### src/rtl/dpwm_ref_ctrl_if.sv
`timescale 1ns/1ps
// rtl/dpwm_ref_ctrl_if.sv - duty target request handshake into dpwm_ref_ctrl
interface dpwm_ref_ctrl_if #(
    parameter int REF_W = 4
);
    logic             target_valid;
    logic [REF_W-1:0] target;
    logic             target_ready;

    modport master (
        output target_valid,
        output target,
        input  target_ready
    );

    modport slave (
        input  target_valid,
        input  target,
        output target_ready
    );
endinterface

### src/rtl/dpwm_ref_ctrl.sv
`timescale 1ns/1ps
// rtl/dpwm_ref_ctrl.sv - soft-start / duty-reference sequencer for the DPWM Ref input
// Ref moves one LSB per step interval, only on the edge that wraps the PWM period counter.
module dpwm_ref_ctrl #(
    parameter int REF_W        = 4,
    parameter int STEP_PERIODS = 1,
    parameter int MAX_REF      = 15
) (
    input  logic             f_in,
    input  logic             rst,
    input  logic             en,
    dpwm_ref_ctrl_if.slave   tgt_bus,
    output logic [REF_W-1:0] Ref,
    output logic             period_start,
    output logic             ramping,
    output logic             at_target
);

    localparam int                SCNT_W    = (STEP_PERIODS > 1) ? $clog2(STEP_PERIODS) : 1;
    localparam logic [REF_W-1:0]  PCNT_LAST = {REF_W{1'b1}};
    localparam logic [REF_W-1:0]  REF_ONE   = REF_W'(1);
    localparam logic [REF_W-1:0]  MAX_REF_L = REF_W'(MAX_REF);
    localparam logic [SCNT_W-1:0] SCNT_LAST = SCNT_W'(STEP_PERIODS - 1);
    localparam logic [SCNT_W-1:0] SCNT_ONE  = SCNT_W'(1);

    typedef enum logic [1:0] {
        ST_OFF      = 2'd0,
        ST_RUN      = 2'd1,
        ST_SHUTDOWN = 2'd2
    } state_t;

    state_t            r_state;
    state_t            w_state_nxt;
    logic [REF_W-1:0]  r_pcnt;
    logic [SCNT_W-1:0] r_scnt;
    logic [REF_W-1:0]  r_tgt;
    logic [REF_W-1:0]  r_ref;
    logic [REF_W-1:0]  w_tgt_nxt;
    logic [REF_W-1:0]  w_ref_nxt;
    logic [REF_W-1:0]  w_target_clamped;
    logic              w_pwrap;
    logic              w_step;
    logic              w_accept;

    assign w_pwrap          = (r_pcnt == PCNT_LAST);
    assign w_step           = w_pwrap && (r_scnt == SCNT_LAST);
    assign w_accept         = tgt_bus.target_valid && (r_state == ST_RUN);
    assign w_target_clamped = (tgt_bus.target > MAX_REF_L) ? MAX_REF_L : tgt_bus.target;

    // Period and step-interval counters run in every state, OFF included.
    always_ff @(posedge f_in or posedge rst) begin
        if (rst) begin
            r_pcnt <= '0;
            r_scnt <= '0;
        end else begin
            r_pcnt <= r_pcnt + REF_ONE;
            if (w_pwrap) begin
                r_scnt <= (r_scnt == SCNT_LAST) ? '0 : (r_scnt + SCNT_ONE);
            end
        end
    end

    always_ff @(posedge f_in or posedge rst) begin
        if (rst) begin
            r_state <= ST_OFF;
            r_tgt   <= '0;
            r_ref   <= '0;
        end else begin
            r_state <= w_state_nxt;
            r_tgt   <= w_tgt_nxt;
            r_ref   <= w_ref_nxt;
        end
    end

    // The step always compares against the registered tgt, so a target accepted
    // on a step edge only takes effect from the following step edge.
    always_comb begin
        w_state_nxt = r_state;
        w_tgt_nxt   = r_tgt;
        w_ref_nxt   = r_ref;

        if (w_step) begin
            if (r_ref < r_tgt) begin
                w_ref_nxt = r_ref + REF_ONE;
            end else if (r_ref > r_tgt) begin
                w_ref_nxt = r_ref - REF_ONE;
            end
        end

        case (r_state)
            ST_OFF: begin
                w_tgt_nxt = '0;
                w_ref_nxt = '0;
                if (en) begin
                    w_state_nxt = ST_RUN;
                end
            end
            ST_RUN: begin
                if (!en) begin
                    w_state_nxt = ST_SHUTDOWN;
                    w_tgt_nxt   = '0;
                end else if (w_accept) begin
                    w_tgt_nxt = w_target_clamped;
                end
            end
            ST_SHUTDOWN: begin
                w_tgt_nxt = '0;
                if (en) begin
                    w_state_nxt = ST_RUN;
                end else if (w_step && (r_ref <= REF_ONE)) begin
                    w_state_nxt = ST_OFF;
                end
            end
            default: begin
                w_state_nxt = ST_OFF;
                w_tgt_nxt   = '0;
                w_ref_nxt   = '0;
            end
        endcase
    end

    assign tgt_bus.target_ready = (r_state == ST_RUN);
    assign Ref                  = r_ref;
    assign period_start         = (r_pcnt == '0);
    assign ramping              = (r_state != ST_OFF) && (r_ref != r_tgt);
    assign at_target            = (r_state == ST_RUN) && (r_ref == r_tgt);

endmodule

### src/flat_wrapper.sv
// flat-port wrapper written by rule: the top's interface ports become plain ports
module dpwm_ref_ctrl_flat 
#(
    parameter int REF_W        = 4,
    parameter int STEP_PERIODS = 1,
    parameter int MAX_REF      = 15
)
  (f_in, rst, en, Ref, period_start, ramping, at_target, tgt_bus_target_valid, tgt_bus_target, tgt_bus_target_ready);
  dpwm_ref_ctrl_if #(.REF_W(REF_W)) tgt_bus_i ();
  input  logic f_in;
  input  logic rst;
  input  logic en;
  output logic [REF_W-1:0] Ref;
  output logic period_start;
  output logic ramping;
  output logic at_target;
  input wire logic [$bits(tgt_bus_i.target_valid)-1:0] tgt_bus_target_valid;
  input wire logic [$bits(tgt_bus_i.target)-1:0] tgt_bus_target;
  output wire logic [$bits(tgt_bus_i.target_ready)-1:0] tgt_bus_target_ready;
  assign tgt_bus_i.target_valid = tgt_bus_target_valid;
  assign tgt_bus_i.target = tgt_bus_target;
  assign tgt_bus_target_ready = tgt_bus_i.target_ready;
  dpwm_ref_ctrl #(.REF_W(REF_W), .STEP_PERIODS(STEP_PERIODS), .MAX_REF(MAX_REF)) u_core (.f_in(f_in), .rst(rst), .en(en), .tgt_bus(tgt_bus_i), .Ref(Ref), .period_start(period_start), .ramping(ramping), .at_target(at_target));
endmodule
### config.mk
export PLATFORM = sky130hd
export DESIGN_NAME = dpwm_ref_ctrl_flat
export DESIGN_NICKNAME = d
export VERILOG_FILES = /design/src/rtl/dpwm_ref_ctrl_if.sv /design/src/rtl/dpwm_ref_ctrl.sv /design/src/flat_wrapper.sv
export SDC_FILE = /design/constraint.sdc
export NUM_CORES = 1
export LEC_CHECK = 0
export BUFFER_PORTS_ARGS = -buffer_cell sky130_fd_sc_hd__buf_4
export CORE_ASPECT_RATIO = 1.2
export CORE_MARGIN = 2
export CORE_UTILIZATION = 43
export DETAILED_ROUTE_END_ITERATION = 10
export SETUP_SLACK_MARGIN = 0.3
export SLEW_MARGIN = 20
export SYNTH_ARGS = -nofsm -noshare
export SYNTH_HDL_FRONTEND = slang
export SYNTH_SLANG_ARGS = --single-unit
### constraint.sdc
create_clock -name f_in -period 2.63 [get_ports f_in]
set_clock_uncertainty 0.15 [all_clocks]
set_input_delay 0 -clock f_in [delete_from_list [all_inputs] [get_ports f_in]]
set_output_delay 0 -clock f_in [all_outputs]
set_load 0.01 [all_outputs]
* Word-level counts from Yosys, hierarchy flattened
Index checks and enable logic that the tools add are counted.
** Word-level totals
- Logic and storage cells :: 50
- Bits in registers :: 15
- Output and inout port bits :: 8
- Bits of input ports :: 8
** Cells by class
- Order comparisons :: 4
- Eq/ne operators :: 11
- Add/subtract/negate cells :: 4
- Muxes and demuxes :: 14
- Bitwise gates (word level) :: 1
- Reduce and logical (&&, ||, !) cells :: 11
** Operators with widths (number)
- $mux W4 :: 8
- $add A4 B1 Y4 const B :: 2
- $mux W2 :: 4
- $ne A3 B2 Y1 const B :: 2
- $pmux W2 S3 :: 1
- $logic_and A1 B1 Y1 :: 5
- $eq A4 B4 Y1 :: 1
- $eq A4 B4 Y1 const B :: 1
- $gt A4 B4 Y1 :: 1
- $gt A4 B4 Y1 const B :: 1
- $le A4 B1 Y1 const B :: 1
- $logic_not A4 Y1 :: 1
- $lt A4 B4 Y1 :: 1
- $ne A2 B2 Y1 const B :: 2
- $ne A4 B4 Y1 :: 1
- $sub A4 B1 Y4 const B :: 1
- $ne A3 B1 Y1 const B :: 1
- $reduce_and A3 Y1 :: 1
- $eq A2 B1 Y1 const B :: 1
- $eq A2 B2 Y1 const B :: 1
- $logic_not A2 Y1 :: 1
- $ne A2 B1 Y1 const B :: 1
- $reduce_and A2 Y1 :: 1
- $reduce_bool A2 Y1 :: 1
- other kinds (4) :: 4

* Depth between registers and ports, before layout
Gate-level depths: netlist (run 1).
- Depth in word-level cells :: 6
- Depth in mapped cells :: 7
- Mapped depth without buffers :: 7

* Worst setup path after synthesis (run 1)
No wires, ideal clock.
- Kind :: register -> register
- Start point :: reg u_core.r_ref[1] (netlist: u_core.Ref[1])
- End point :: reg u_core.r_ref[2] (netlist: u_core.Ref[2])
- Setup slack :: 0.755 ns
- Setup time :: 0.122 ns
- Buffers on the path :: 0
- Stages on the path, launching flop included :: 6
- Required time :: 2.358 ns
- Clock period less this slack :: 1.875 ns
- Arrival :: 1.602 ns
- Path through :: dfrtp_1 -> ha_1 -> a21oi_1 -> o21a_1 -> mux2_2 -> mux2i_1
** On the way
- Cells in the longest elaborated chain, start to end :: 5
- Elaborated cells on any way between the ends :: 10
- Classes of those cells :: 2 x add/sub; 2 x order compare; 1 x eq/ne; 4 x mux; 1 x reduce/logical
** RTL lines
- start, declared :: line dpwm_ref_ctrl.sv:37 : logic [REF_W-1:0] r_ref;
- start signal, assigned :: line dpwm_ref_ctrl.sv:71 : r_ref <= w_ref_nxt;
- $sub A4 B1 Y4 :: line dpwm_ref_ctrl.sv:86 : w_ref_nxt = r_ref - REF_ONE;
- $mux W4 :: line dpwm_ref_ctrl.sv:85 : end else if (r_ref > r_tgt) begin
- $mux W4 :: line dpwm_ref_ctrl.sv:83 : if (r_ref < r_tgt) begin
- $mux W4 :: line dpwm_ref_ctrl.sv:82 : if (w_step) begin
- $mux W4 :: line dpwm_ref_ctrl.sv:90 : case (r_state)
Several ways; a longest one is shown, not always the timed one. The select of a mux whose other input is x is not followed.
A chain may end at the register's enable or synchronous reset.

* Final worst setup path (run 1)
Ends and elaborated chain as after synthesis.

==> summary.md, run 1 <==
| Metric | Value |
|---|---|
| Pint | `between 0.5 and 0.6 mW` |
| Cell Area, Synth | `930 um^2` |
| Routed vias/inst | `between 4 and 5` |
| Fin. max-slew vios | `0` |
| Total Neg Setup Slack | `0 ps` |
| Crit Path Max Fanout | `7` |
| Syn Area/Cell | `approximately 9.6 um^2` |
| Critical Path Source Type | `flop` |
| Num CTS Buffers | `3` |
| Leakage Power | `between 0.6 and 0.7 nW` |
| Share of layout cells above drive strength 1 | `0.202` |
| Worst VDD drop | `approximately 0.46 mV` |
| Slew @ Worst Pin | `550 ps` |
| CTS tree | `done` |
| Comb power frac | `0.508` |
| Number of DRC markers in iteration 0 | `9` |
| Net switching power | `roughly 0.35 mW` |
| Worst skew pair latency | `280 ps` |
| Clock root cell | `clkbuf_4` |
| Dpl cell area | `between 1000 and 1500 um^2` |
| Sequential fraction of the synthesis area | `0.377` |
| DR vias | `between 700 and 800` |
| Gr ovfl total | `0` |
| Asr flop ratio synth | `1.00` |
| Starting Density | `0.454` |
| Slew HR | `0.633` |
| Final setup violation count | `0` |
| Met3 routed WL | `about 51 um` |
| Clock slew at reported path FFs | `90 ps` |
| Worst min-delay path category | `primary input to async pin` |
| Met2 WL | `between 800 and 900 um` |
| Syn nets | `around 120` |
| Clock power share | `0.177` |
| Drt drc | `0` |
| Dpl cells | `141` |
| Crit. End Element | `flop` |
| Max-cap violations | `0` |
| Clk buf depth | `2` |
| Top sig layer | `met4` |
| Leading cell type in the layout, fill and taps excluded | `buf_4` |
| Final hold vios | `0` |
| Antenna Violating Nets Remaining | `0` |
| Sequential share of power | `0.315` |
| Antenna violations before repair | `0` |
| Detailed placer's ending HPWL | `~1.4 mm` |
| Most frequent cells in the layout | `buf_4 (15), dlygate4sd3_1 (14), dfrtp_1 (14), ha_1 (13), inv_1 (12)` |
| Total Routed Length | `between 1.5 and 2 mm` |
| Number of warning messages in the yosys log | `0` |
| Syn-to-layout area delta | `34.7%` |
| # diodes | `0` |
| Crit Path Category | `flop to flop` |
| Max Fclk | `around 510 MHz` |
| CTS sink cnt | `14` |
| Final GP Congestion | `~0.86` |
| Total Die Area | `between 2000 and 3000 um^2` |
| Post-synthesis sequential element count | `14` |
| WL/cell | `11.8 um` |
| Final Cycle Share | `0.753` |
| GRT Total Usage | `0.175` |
| CTS H-tree depth | `1` |
| Outcome | `complete, no violations` |
| Die X | `about 46 um` |
| Std-Cell Rows | `18` |
| Post-synth EDFFs | `0` |
| M1 wire length | `912 um` |
| Cells after Synth | `97` |
| Ys flop type | `dfrtp_1` |
| CP required | `2660 ps` |
| Pwr per Cell Area | `712 nW/um^2` |
| Post-CTS Setup Bufs | `0` |
| First-pass GRT wire length | `between 3 and 4 mm` |
| Number of gates resized after CTS | `0` |
| Minimum clock period | `1980 ps` |
| Sw frac | `0.391` |
| IO Port Bufs | `15` |
| Count of different cell masters after synthesis | `33` |
| Vias in the first global route | `713` |
| Height of the die | `about 55 um` |
| Unrepaired setup endpoints after global routing | `no` |
| Post-Layout Cell Count | `between 150 and 200` |
| IO Pins | `16` |
| Final nets | `between 150 and 200` |
| Worst path arrival time | `between 2000 and 2500 ps` |
| Largest net degree at the start of global routing | `15` |
| Design area | `1250 um^2` |
| DRT Pass-1 Iters | `4` |
| Placeable Area | `slightly above 2000 um^2` |
-- critical path: stages, from the launching register on --
cell and delay, ps:
dfrtp_1 460, ha_1 350, a21oi_1 220, o21a_1 220, mux2_2 360, mux2i_1 120
-- kinds of logic after synthesis --
family          Yosys count  share of synthesized area
xor+xnor                  2                     0.0188
flops                    14                      0.377
fa+ha+maj                13                      0.175
simple gates             32                      0.179
mux                       8                     0.0875
compound gates           15                      0.110
buf+inv                  13                     0.0525
-- repair_timing --
item / 4_1_cts / 5_1_grt
setup endpoints to repair: 0 / 0
hold buffers: 14 / 0
hold endpoints to repair: 20 / 0
-- area by class of cell --
type | count | area (um^2)
Clock buffer | 4 | 36.3
Fill cell | 178 | 797
Inverter | 12 | 45.0
Multi-Input combinational cell | 70 | 531
Sequential cell | 14 | 350
Tap cell | 30 | 37.5
Timing Repair Buffer | 29 | 253
-- Yosys cell counts (2+ instances only) --
cell type | n | share of area
dfrtp_1 | 14 | 0.38
nor2_1 | 8 | 0.032
nand2_1 | 10 | 0.040
o21ai_1 | 2 | 0.011
ha_1 | 13 | 0.17
inv_1 | 12 | 0.048
mux2i_1 | 7 | 0.075
a21oi_1 | 4 | 0.022
nand2b_1 | 3 | 0.020
-- state kept, by name (all words and copies together), names as in the netlist --
name,cells
u_core.r_state,2
u_core.Ref,4
u_core.r_pcnt,4
u_core.r_tgt,4
-- power by group through the flow --
stage | Combinational (mW) | Sequential, mW | Clock, mW
6_report | 0.453 | 0.281 | 0.158
2_1_floorplan | 0.297 | 0.281 | 0
3_3_place_gp | 0.428 | 0.283 | 0
5_1_grt | 0.512 | 0.286 | 0.174
4_1_cts | 0.456 | 0.281 | 0.163
3_5_place_dp | 0.430 | 0.286 | 0
-- metal layers --
metal  track usage  vias to the layer above
li1              -                      396
met1         0.234                      357
met2         0.266                       13
met3        0.0292                        4
met4        0.0952                        0
met5             0                        -
-- through the flow --
step           power [mW]  utilization  hold WS (ps)  setup slack (ps)
6_report            0.892        0.611           167               650
5_1_grt             0.973        0.611           222               579
3_3_place_gp        0.710        0.525         -61.3               687
2_1_floorplan       0.578            -          -261               755
3_5_place_dp        0.715        0.525         -60.6               685
4_1_cts             0.900        0.611           178               671
-- final timing paths --
path / startpoint / end / slack (ps) / cells after the start
worst max-delay path: u_core.Ref[1] / u_core.Ref[2] / 650 / 5
worst min-delay path: rst / u_core.r_state[0] / 170 / 3
worst max register to register: u_core.Ref[1] / u_core.Ref[2] / 650 / 5
worst min register to register: u_core.r_pcnt[0] / u_core.r_pcnt[0] / 330 / 1
max in group asynchronous: rst / u_core.r_tgt[3] / 1800 / 3
min in group f_in: u_core.r_pcnt[0] / u_core.r_pcnt[0] / 330 / 1
Power figures use the tool's default switching activity.
==> run 2: changes to the inputs <==
==> constraint.sdc (replaced) <==
create_clock -name f_in -period 1.85 [get_ports f_in]
set_clock_uncertainty 0.15 [all_clocks]
set_input_delay 0 -clock f_in [delete_from_list [all_inputs] [get_ports f_in]]
set_output_delay 0 -clock f_in [all_outputs]
set_load 0.01 [all_outputs]
==> summary.md, run 2 (same netlist as run 1, synthesis figures left out) <==
| Metric | Value |
|---|---|
| Leading cell type in the layout, fill and taps excluded | `buf_4` |
| Worst path slowest cell | `dfrtp_2` |
| Antenna Violating Nets Remaining | `0` |
| Total Routed Length | `2.22 mm` |
| Num CTS Buffers | `3` |
| Dpl cell area | `1160 um^2` |
| CP Cell Sequence | `ha_4, and4_4, and2_4, buf_6` |
| WL/cell | `13.5 um` |
| Die X | `roughly 46 um` |
| # diodes | `0` |
| Crit. End Element | `primary output` |
| DRT Pass-1 Iters | `4` |
| Height of the die | `54.9 um` |
| DR vias | `820` |
| Share of layout cells above drive strength 1 | `0.478` |
| Critical Path Source Type | `flop` |
| Detailed placer's ending HPWL | `approximately 1.5 mm` |
| First-pass GRT wire length | `3.44 mm` |
| Slew HR | `0.617` |
| Worst VDD drop | `roughly 0.78 mV` |
| Crit Path Category | `flop to primary output` |
| Antenna violations before repair | `0` |
| Number of buffers and inverters on the critical path | `1` |
| Final hold vios | `0` |
| CTS sink cnt | `14` |
| Drt drc | `0` |
| Vias in the first global route | `835` |
| Number of DRC markers in iteration 0 | `10` |
| Unrepaired setup endpoints after global routing | `yes` |
| Leakage Power | `around 0.65 nW` |
| Minimum clock period | `1730 ps` |
| Largest net degree at the start of global routing | `15` |
| Routed vias/inst | `around 5.0` |
| Starting Density | `0.454` |
| Final nets | `roughly 160` |
| Max-cap violations | `0` |
| Crit Path Max Fanout | `5` |
| IO Port Bufs | `15` |
| Gr ovfl total | `0` |
| Worst path arrival time | `around 1600 ps` |
| CTS tree | `done` |
| Worst skew pair latency | `around 280 ps` |
| Outcome | `complete, no violations` |
| Clock root cell | `clkbuf_4` |
| Total Die Area | `2550 um^2` |
| Clock slew at reported path FFs | `100 ps` |
| Delay of the slowest critical-path stage | `approximately 460 ps` |
| Clk buf depth | `2` |
| Total power | `roughly 1.5 mW` |
| Fin. max-slew vios | `0` |
| Design area | `roughly 1500 um^2` |
| CP required | `1700 ps` |
| Most frequent cells in the layout | `buf_4 (23), dlygate4sd3_1 (10), dfrtp_1 (10), nand2_1 (9)` |
| Final GP Congestion | `about 0.83` |
| Final Cycle Share | `0.936` |
| Final setup violation count | `0` |
| CTS H-tree depth | `1` |
| Cell family with most CP delay | `flip-flops` |
| Placeable Area | `just over 2000 um^2` |
| Std-Cell Rows | `18` |
| Syn-to-layout area delta | `57.9%` |
| Max Fclk | `approximately 580 MHz` |
| Worst min-delay path category | `primary input to async pin` |
| Pwr per Cell Area | `about 1100 nW/um^2` |
| Total Neg Setup Slack | `0 ps` |
| IO Pins | `16` |
| Slew @ Worst Pin | `574 ps` |
| GRT Total Usage | `0.194` |
[run 2: changes by cell type in the layout (fill, tap and decap cells not counted), moves of 2 or more]
cell	previous run	this run
a21oi_1	4	1
inv_2	0	7
dfrtp_1	14	10
nor2_4	0	2
nor2_1	8	6
dfrtp_2	0	4
dlygate4sd3_1	14	10
a21oi_4	0	2
inv_1	12	5
buf_4	15	23
ha_4	0	7
ha_1	13	6
[run 2: worst paths after layout]
check | endpoint | startpoint | cells after the start | slack (ps)
min in group f_in | u_core.r_state[1] | en | 4 | 400
worst max register to register | u_core.Ref[2] | u_core.Ref[3] | 5 | 140
worst min register to register | u_core.r_state[1] | u_core.r_state[1] | 2 | 430
max in group asynchronous | u_core.Ref[2] | rst | 3 | 970
worst max-delay path | at_target | u_core.Ref[1] | 4 | 120
worst min-delay path | u_core.r_pcnt[1] | rst | 3 | 170
[run 2: cell type report]
class,instances,area [um^2]
Timing Repair Buffer,34,284
Multi-Input combinational cell,70,709
Tap cell,30,37.5
Sequential cell,14,355
Clock buffer,4,36.3
Inverter,12,45.0
Fill cell,155,582
[run 2: report_power, final]
part,switching [mW],internal (mW)
Combinational,0.458,0.464
Clock,0.111,0.120
Sequential,0.0442,0.351
Total,0.612,0.934
[run 2: worst reg2reg max path: stages, from the launching register on]
cell and delay, ps:
dfrtp_2 430, ha_4 300, nand2_2 70, o21a_4 230
mux2_4 300, mux2i_1 120
[run 2: through the flow]
step,hold WS [ps],utilization,instances,worst slack (ps)
after floorplan,-261,-,97,144
after global placement,-63.7,0.565,143,119
after detailed placement,-56.3,0.565,143,84.5
after CTS,185,0.673,162,117
after global routing,245,0.716,164,59.5
final,168,0.716,164,119
[run 2: per-layer routing]
layer  vias up  wire, um  global-route usage
met4         0        20              0.0905
met5         -         0                   0
li1        405         -                   -
met3         2        55              0.0195
met1       398       916               0.235
met2        15      1230               0.340
[run 2: what timing repair did]
item	CTS	global route
setup endpoints to repair	8	9
setup buffers	5	2
resized for setup	11	18
hold endpoints to repair	20	0
hold buffers	10	0
pin swaps	5	2
==> run 3: changes to the inputs <==
--- a/config.mk
+++ b/config.mk
@@ -5,12 +5,12 @@
 export SDC_FILE = /design/constraint.sdc
 export NUM_CORES = 1
 export LEC_CHECK = 0
+export ABC_AREA = 1
 export BUFFER_PORTS_ARGS = -buffer_cell sky130_fd_sc_hd__buf_4
 export CORE_ASPECT_RATIO = 1.2
 export CORE_MARGIN = 2
 export CORE_UTILIZATION = 43
 export DETAILED_ROUTE_END_ITERATION = 10
-export SETUP_SLACK_MARGIN = 0.3
 export SLEW_MARGIN = 20
 export SYNTH_ARGS = -nofsm -noshare
 export SYNTH_HDL_FRONTEND = slang
==> summary.md, run 3 <==
| Metric | Value |
|---|---|
| Die X | `about 48 um` |
| IO Pins | `16` |
| Delay of the slowest critical-path stage | `~440 ps` |
| Total Neg Setup Slack | `0 ps` |
| Cell Area, Synth | `approximately 1000 um^2` |
| Share of layout cells above drive strength 1 | `0.217` |
| Leading cell type in the layout, fill and taps excluded | `nand2_1` |
| Starting Density | `0.445` |
| Outcome | `complete, no violations` |
| Worst path arrival time | `~1500 ps` |
| # diodes | `0` |
| Slew @ Worst Pin | `562 ps` |
| Syn-to-layout area delta | `31.7%` |
| Drt drc | `0` |
| Number of warning messages in the yosys log | `0` |
| Ys flop type | `dfrtp_1` |
| Syn nets | `149` |
| First-pass GRT wire length | `3.48 mm` |
| Clock root cell | `clkbuf_4` |
| Final GP Congestion | `0.786` |
| Asr flop ratio synth | `1.00` |
| Worst VDD drop | `around 0.83 mV` |
| Final nets | `between 150 and 200` |
| Routed vias/inst | `between 4 and 5` |
| Num CTS Buffers | `3` |
| Max Fclk | `about 600 MHz` |
| Clock slew at reported path FFs | `around 90 ps` |
| Main area contributors after synthesis | `dfrtp_1 (35%), ha_1 (16%), nand2_1 (14%)` |
| Worst min-delay path category | `primary input to async pin` |
| Minimum clock period | `between 1500 and 2000 ps` |
| Register Area | `~350 um^2` |
| Gr ovfl total | `0` |
| Most frequent cell after synthesis | `nand2_1` |
| Crit. End Element | `primary output` |
| Net switching power | `around 0.85 mW` |
| Layout filler cell count | `between 200 and 250` |
| CTS tree | `done` |
| Cells after Synth | `around 130` |
| Critical Path Source Type | `flop` |
| Post-synthesis sequential element count | `14` |
| Total Routed Length | `approximately 2.1 mm` |
| CTS sink cnt | `14` |
| Sw frac | `0.463` |
| Final setup margin | `178 ps` |
| Final hold vios | `0` |
| Post-synth EDFFs | `0` |
| Fin. max-slew vios | `0` |
| Clk buf depth | `2` |
| Max-cap violations | `0` |
| DR vias | `892` |
| DRT Pass-1 Iters | `4` |
| CP required | `roughly 1700 ps` |
| Sequential fraction of the synthesis area | `0.348` |
| Crit Path Max Fanout | `4` |
| Crit Path Category | `flop to primary output` |
| Detailed placer's ending HPWL | `~1.5 mm` |
| Antenna violations before repair | `0` |
| Post-synth top area share | `0.348` |
| Vias in the first global route | `840` |
| Area leader, netlist | `dfrtp_1` |
| Final setup violation count | `0` |
| Clock power share | `0.127` |
| Final Cycle Share | `0.904` |
| Placeable Area | `approximately 2300 um^2` |
| CTS H-tree depth | `1` |
| Height of the die | `around 57 um` |
| WL/cell | `~11 um` |
| Syn Area/Cell | `about 7.9 um^2` |
| IO Port Bufs | `15` |
| Unrepaired setup endpoints after global routing | `no` |
| Worst path slowest cell | `dfrtp_1` |
| Post-CTS Setup Bufs | `0` |
| Total Die Area | `approximately 2700 um^2` |
| Top cells by count, synth | `nand2_1 (37), inv_1 (17), dfrtp_1 (14), ha_1 (13), nor2_1 (13)` |
| Largest net degree at the start of global routing | `15` |
| Pwr per Cell Area | `approximately 1400 nW/um^2` |
| Number of DRC markers in iteration 0 | `19` |
| Multi-input gate area | `between 500 and 600 um^2` |
| Slew HR | `0.625` |
| Std-Cell Rows | `19` |
| Sequential share of power | `0.229` |
| Antenna Violating Nets Remaining | `0` |
| Leakage Power | `~0.70 nW` |
| Most frequent cells in the layout | `nand2_1 (36), buf_4 (19), inv_1 (17), dfrtp_1 (14)` |
| GRT Total Usage | `0.176` |
| Pint | `about 1 mW` |
| Worst skew pair latency | `290 ps` |
| CP Cell Sequence | `ha_1, nand2_1, nor2_1, nor2_1, buf_4` |
| Dpl ws | `around 240 ps` |
| Comb power frac | `0.644` |
| Crit path top cell by count | `nor2_1` |
| Count of different cell masters after synthesis | `23` |
-- run 3: cell count changes in the layout (fill, tap and decap cells not counted), sizes merged, moves of 4 or more --
cell and delta:
buf -5, mux2i -7, nor2 +7, nand3 +4, nand2 +32, inv +5
-- run 3: metal layers --
metal / up-vias / part of all wire / track usage
li1: 468 / - / -
met1: 399 / 0.43 / 0.219
met2: 16 / 0.52 / 0.282
met3: 9 / 0.028 / 0.0316
met4: 0 / 0.023 / 0.0811
met5: - / 0 / 0
-- run 3: what timing repair did --
item / CTS / global route
resized for setup: 0 / 1
hold buffers: 12 / 0
setup endpoints to repair: 0 / 1
endpoints found under the hold margin: 20 / 0
-- run 3: path summary, 6_finish.rpt --
path                                  start                end  slack, ps  cells after the start
min reg2reg                u_core.r_pcnt[0]   u_core.r_pcnt[0]        350                      1
min in group f_in          u_core.r_pcnt[0]   u_core.r_pcnt[0]        350                      1
max reg2reg                   u_core.Ref[1]      u_core.Ref[3]        230                     10
min                                     rst  u_core.r_state[0]        150                      3
max in group asynchronous               rst    u_core.r_tgt[2]       1030                      3
max                           u_core.Ref[1]            ramping        180                      5
-- run 3: cells by family (layout without fill, tap and decap cells) --
kind of cell    Yosys count  after routing  share of synthesized area
simple gates             68             68                      0.312
buf+inv                  19             52                     0.0796
flops                    14             14                      0.348
fa+ha+maj                13             13                      0.162
compound gates           10             10                     0.0634
xor+xnor                  4              4                     0.0348
-- run 3: per-stage QoR --
| stage | instances | utilization | power [mW] | cell area (um^2) | hold slack, ps |
|---|---|---|---|---|---|
| after floorplan | 128 | - | 1.29 | 1010 | -261 |
| after global placement | 177 | 0.521 | 1.59 | 1180 | -64.4 |
| after detailed placement | 177 | 0.521 | 1.61 | 1180 | -65.7 |
| after CTS | 193 | 0.590 | 1.86 | 1330 | 167 |
| after global routing | 192 | 0.587 | 2.04 | 1330 | 230 |
| final | 192 | 0.587 | 1.84 | 1330 | 154 |
-- run 3: power groups by stage --
stage / clock network, mW / logic (mW) / registers, mW
6_report: 0.233 / 1.19 / 0.423
5_1_grt: 0.248 / 1.36 / 0.433
4_1_cts: 0.235 / 1.20 / 0.424
3_5_place_dp: 0 / 1.18 / 0.430
3_3_place_gp: 0 / 1.17 / 0.428
2_1_floorplan: 0 / 0.823 / 0.464
-- run 3: cell type report --
| type | count | share of cell area |
|---|---|---|
| multi-input cells | 95 | 0.436 |
| flip-flops and latches | 14 | 0.264 |
| well taps | 31 | 0.0293 |
| inverters | 18 | 0.0519 |
| repair buffers | 30 | 0.191 |
| clock buffers | 4 | 0.0274 |
-- run 3: critical path, delay by kind of cell, from the launching register on --
family	cells	cell delay [ps]
adders and majority gates	1	320
DFF	1	440
buffers and inverters	1	140
and+or+nand+nor	3	330
